===== src/rtl/turf_axis_mmreq_gen.sv =====
// rtl/turf_axis_mmreq_gen.sv - TURF mmreq initiator: serializes one command as a two-word request and checks the two-word response
module turf_axis_mmreq_gen #(
    parameter int unsigned TIMEOUT = 1024
) (
    input  logic        aclk,
    input  logic        aresetn,
    input  logic        cmd_valid,
    output logic        cmd_ready,
    input  logic        cmd_wr,
    input  logic [27:0] cmd_adr,
    input  logic [31:0] cmd_dat,
    output logic        rsp_valid,
    output logic [31:0] rsp_dat,
    output logic        rsp_err,
    output logic [31:0] m_axis_tdata,
    output logic        m_axis_tvalid,
    input  logic        m_axis_tready,
    input  logic [31:0] s_axis_tdata,
    input  logic        s_axis_tvalid,
    output logic        s_axis_tready,
    output logic [7:0]  stray_count
);
    typedef enum logic [2:0] {
        S_IDLE,
        S_REQ_H,
        S_REQ_D,
        S_RSP_H,
        S_RSP_D,
        S_DONE
    } state_t;

    localparam logic [15:0] TIMEOUT_W = 16'(TIMEOUT);

    state_t      state_q;
    logic        run_q;
    logic [31:0] hdr_q;
    logic [31:0] wdat_q;
    logic [31:0] m_tdata_q;
    logic        m_tvalid_q;
    logic [31:0] rsp_dat_q;
    logic        rsp_err_q;
    logic        rsp_valid_q;
    logic        hdr_bad_q;
    logic [15:0] timer_q;
    logic [7:0]  stray_q;
    logic [31:0] cmd_hdr;
    logic        timed_out;

    assign cmd_hdr   = {cmd_wr, 3'b000, cmd_adr};
    // >= rather than ==: a header beat that wins at the limit leaves RSP_D already past it
    assign timed_out = (timer_q >= TIMEOUT_W);

    // run_q keeps both ready outputs low while reset is held
    assign cmd_ready     = run_q && (state_q == S_IDLE);
    assign s_axis_tready = run_q && (state_q == S_IDLE || state_q == S_RSP_H || state_q == S_RSP_D);

    assign m_axis_tdata  = m_tdata_q;
    assign m_axis_tvalid = m_tvalid_q;
    assign rsp_valid     = rsp_valid_q;
    assign rsp_dat       = rsp_dat_q;
    assign rsp_err       = rsp_err_q;
    assign stray_count   = stray_q;

    always_ff @(posedge aclk) begin
        if (!aresetn) begin
            state_q     <= S_IDLE;
            run_q       <= 1'b0;
            hdr_q       <= 32'h0;
            wdat_q      <= 32'h0;
            m_tdata_q   <= 32'h0;
            m_tvalid_q  <= 1'b0;
            rsp_dat_q   <= 32'h0;
            rsp_err_q   <= 1'b0;
            rsp_valid_q <= 1'b0;
            hdr_bad_q   <= 1'b0;
            timer_q     <= 16'h0;
            stray_q     <= 8'h0;
        end else begin
            run_q       <= 1'b1;
            rsp_valid_q <= 1'b0;
            case (state_q)
                S_IDLE: begin
                    if (run_q && s_axis_tvalid && stray_q != 8'hFF) begin
                        stray_q <= stray_q + 8'd1;
                    end
                    if (run_q && cmd_valid) begin
                        hdr_q      <= cmd_hdr;
                        wdat_q     <= cmd_wr ? cmd_dat : 32'h0;
                        m_tdata_q  <= cmd_hdr;
                        m_tvalid_q <= 1'b1;
                        state_q    <= S_REQ_H;
                    end
                end
                S_REQ_H: begin
                    if (m_axis_tready) begin
                        m_tdata_q <= wdat_q;
                        state_q   <= S_REQ_D;
                    end
                end
                S_REQ_D: begin
                    if (m_axis_tready) begin
                        m_tvalid_q <= 1'b0;
                        timer_q    <= 16'h0;
                        state_q    <= S_RSP_H;
                    end
                end
                S_RSP_H: begin
                    timer_q <= timer_q + 16'd1;
                    if (s_axis_tvalid) begin
                        hdr_bad_q <= (s_axis_tdata != hdr_q);
                        state_q   <= S_RSP_D;
                    end else if (timed_out) begin
                        rsp_dat_q   <= 32'hFFFF_FFFF;
                        rsp_err_q   <= 1'b1;
                        rsp_valid_q <= 1'b1;
                        state_q     <= S_DONE;
                    end
                end
                S_RSP_D: begin
                    timer_q <= timer_q + 16'd1;
                    if (s_axis_tvalid) begin
                        rsp_dat_q   <= s_axis_tdata;
                        rsp_err_q   <= hdr_bad_q;
                        rsp_valid_q <= 1'b1;
                        state_q     <= S_DONE;
                    end else if (timed_out) begin
                        rsp_dat_q   <= 32'hFFFF_FFFF;
                        rsp_err_q   <= 1'b1;
                        rsp_valid_q <= 1'b1;
                        state_q     <= S_DONE;
                    end
                end
                S_DONE: begin
                    state_q <= S_IDLE;
                end
                default: begin
                    state_q <= S_IDLE;
                end
            endcase
        end
    end
endmodule


===== config.mk =====
export PLATFORM = sky130hd
export DESIGN_NAME = turf_axis_mmreq_gen
export DESIGN_NICKNAME = d
export VERILOG_FILES = /design/src/rtl/turf_axis_mmreq_gen.sv
export SDC_FILE = /design/constraint.sdc
export NUM_CORES = 1
export LEC_CHECK = 0
export ABC_AREA = 1
export ABC_CLOCK_PERIOD_IN_PS = 4000
export BUFFER_PORTS_ARGS = -buffer_cell sky130_fd_sc_hd__buf_4
export CORE_ASPECT_RATIO = 0.7
export CORE_MARGIN = 2
export CORE_UTILIZATION = 58
export CTS_CLUSTER_SIZE = 20
export DETAILED_ROUTE_END_ITERATION = 7
export MAX_ROUTING_LAYER = met4
export PLACE_DENSITY = 0.95
export SYNTH_ARGS = -nofsm -noshare
export SYNTH_HDL_FRONTEND = slang
export SYNTH_SLANG_ARGS = --single-unit

===== constraint.sdc =====
create_clock -name aclk -period 4 [get_ports aclk]
set_input_delay 0.8 -clock aclk [delete_from_list [all_inputs] [get_ports aclk]]
set_output_delay 0.8 -clock aclk [all_outputs]
set_load 0.01 [all_outputs]

==> results.toml <==
[cells_and_area]
syn_to_final_growth_pct = 26.7
final_nets = 1299
layout-drive-gt1-share_pct = 18.6
fillers = 891
regArea_um2 = 3140
antenna_cells = 0
final_cell_area_um2 = 8980
multi_input_area_um2 = 3220

[routing]
vias = 7358
drtIter0Drc = 637
drt-vias-per-instance = 5.39
first_pass_iters = 6
drcViolationCount = 0
wl_per_cell_um = 15.0
wirelength_um = 20400
drtAntennaViolNets = 0

[yosys]
synth_edf_count = 0
syn_area_per_cell_um2 = 6.73
ys_seq_area_share_pct = 44.3
synth_top_cell_area_share_pct = 44.3
synth-main-ff-cell = "dfxtp_1"
synth_common_cells = "288 x nand2_1, 157 x dfxtp_1, 119 x a21oi_1"
async_flop_share_pct = 0
ys_types = 31
synth_seq_cells = 157
yosysWarnings = 0
yosys.area.top_type = "dfxtp_1"
syn_nets = 1154
synthMostInstantiatedCell = "nand2_1"
synth_cells = 1053
synthTopCellsByArea = "dfxtp_1 44%, nand2_1 15%, a21oi_1 8.4%, o21ai_0 7.2%, nor2_1 6.2%"
syn_area_um2 = 7090

[timing]
rsz0062_at_grt = "false"
setup_violations = 0
finalClockSkew_ps = 6.08
period_needed_ps = 3000
tns_ps = 0
fin_crit_sh_pct = 75.0
finalMaxSlewViolations = 0
worstMarginPinSlew_ps = 987
relSlewSlack_pct = 34.1
finalHoldViolCount = 0
fmax_ghz = 0.333

[grt]
grt_pass1_vias = 6605
antenna_found_initial = 0
grt_overflow = 0
grt_max_degree = 59
track_usage_pct = 32.2
grt_pass1_wl_um = 32300

[worst_setup_path]
endpoint_kind = "flip-flop"
worstSetupPathType = "flip-flop to flip-flop"
max_stage_delay_ps = 710
slowest_stage = "a21oi_4"
crit_family = "buffers and inverters"
cp_max_fo = 33
crit_path_end = "m_axis_tdata[27]"
cp.arrival_ps = 3300
crit_buf_inv = 3
worstReg2RegStart = "state_q[2]"
reg2reg_depth = 7
crit_path_start = "state_q[2]"
timing.rr.end = "m_axis_tdata[27]"
cp_common_cell = "inv_2"
cp.required_ps = 4300
path_depth = 7
startpoint_type = "flip-flop"
reg2reg_slack_ps = 1000
crit_chain = "inv_2 > nand3_2 > inv_2 > a21oi_4 > inv_2 > nor2_1 > nor2_1"

[floorplan]
initial_core_util_pct = 60.0
die_y_um = 96.5
rows = 33
die_x_um = 136
die_area_um2 = 13100
io_pins = 175
core_um2 = 11800

[clocking]
post_cts_buffers = 0
clk_pin_slew_ps = 60
htree_levels = 4
cts_tree = "done"
clock_latency_ps = 410
cts_sinks = 157
cts.repair.resized = 0
clockRootBuffer = "clkbuf_16"
hold_buffers = 0
cts_buffers = 17
clk_path_buf_depth = 2

[pwr]
pwr-share-clk_pct = 34.5
power_density_nw_per_um2 = 551
seqPwrFrac_pct = 38.9
ir_drop_mv = 0.407
p_sw_share_pct = 32.7
p_comb_share_pct = 26.6
p_int_w = 0.00333
cellLeakagePower_nw = 4.00
switchingPower_w = 0.00162

[flow_run]
drv_cap = 0

[placement]
gp_congestion = 0.941
dp_hpwl_um = 14100
io_buffers = 174
place_area_um2 = 8360

[min_path]
hp-class = "flip-flop to flip-flop"

[status]
status = "completed"
## logic make-up after synthesis
| logic type | count (synthesis) | synth area share [%] |
|---|---|---|
| buf+inv | 173 | 10.2 |
| xor+xnor | 8 | 0.989 |
| flops | 157 | 44.3 |
| fa+ha+maj | 3 | 0.530 |
| simple gates | 485 | 27.5 |
| compound gates | 227 | 16.4 |
## worst reg2reg max path, cell delays in order (launching register included)
cell	delay [ps]
dfxtp_1	430
inv_2	110
nand3_2	470
inv_2	420
a21oi_4	730
inv_2	430
nor2_1	230
nor2_1	80
## area by class of cell
| class | count | share of cell area (%) |
|---|---|---|
| sequential | 157 | 35.0 |
| multi-input combinational | 723 | 35.9 |
| clock inverter | 10 | 1.84 |
| tap | 157 | 2.19 |
| timing repair buffer | 179 | 15.0 |
| inverter | 120 | 5.02 |
| clock buffer | 20 | 5.09 |
## registers in the layout (all words and copies together) (netlist names)
| name | count |
|---|---|
| rsp_dat | 32 |
| stray_count | 8 |
| rsp_valid | 1 |
| m_axis_tdata | 32 |
| wdat_q | 32 |
| m_axis_tvalid | 1 |
| hdr_bad_q | 1 |
| timer_q | 16 |
| hdr_q | 29 |
| state_q | 3 |
| run_q | 1 |
| rsp_err | 1 |
## worst min path at each step
| stage | slack, ps | cells after the start | endpoint | from |
|---|---|---|---|---|
| final | 450 | 2 | rsp_dat[25] | rsp_dat[25] |
| after CTS | 450 | 2 | rsp_dat[21] | rsp_dat[21] |
| after detailed placement | 440 | 2 | rsp_dat[8] | rsp_dat[8] |
| after global routing | 470 | 2 | rsp_dat[21] | rsp_dat[21] |
| after floorplan | 440 | 2 | hdr_q[10] | hdr_q[10] |
| after global placement | 440 | 2 | rsp_dat[0] | rsp_dat[0] |
## power by group through the flow
stage | clock network, W | logic, W | registers [W]
2_1_floorplan | 0 | 0.000809 | 0.00197
3_3_place_gp | 0 | 0.00124 | 0.00195
3_5_place_dp | 0 | 0.00128 | 0.00195
4_1_cts | 0.00171 | 0.00130 | 0.00192
5_1_grt | 0.00177 | 0.00147 | 0.00194
6_report | 0.00170 | 0.00131 | 0.00193
## per-layer routing
metal / routed length (µm) / global-route usage [%] / vias up
met1: 8780 / 44.2 / 3280
met2: 8830 / 48.7 / 402
met5: 0 / - / -
li1: - / - / 3634
met4: 442 / 9.90 / 0
met3: 2390 / 6.10 / 42
## cell usage in the layout, fill, tap and decap left out, types with 2 or more instances in the layout
cell type,instances
a21oi_1,119
buf_4,179
bufinv_16,4
clkbuf_16,17
clkbuf_8,2
clkinv_4,2
clkinvlp_4,3
dfxtp_1,157
ha_1,3
inv_1,113
inv_2,7
nand2_1,288
nand2_2,2
nand3_1,56
nand4_1,6
nor2_1,117
nor2_2,3
nor3_1,8
o21ai_0,102
xnor2_1,3
xor2_1,5
## through the flow
| stage | setup slack (ps) | power [W] | hold slack (ps) | utilization, % | instances |
|---|---|---|---|---|---|
| floorplan | 2310 | 0.00278 | 444 | - | 1053 |
| global placement | 1270 | 0.00318 | 437 | 70.8 | 1336 |
| detailed placement | 1120 | 0.00323 | 440 | 70.8 | 1336 |
| CTS | 1050 | 0.00493 | 449 | 76.0 | 1366 |
| global route | 736 | 0.00518 | 466 | 76.0 | 1366 |
| finish | 998 | 0.00494 | 447 | 76.0 | 1366 |
(Power assumes the default switching activity.)
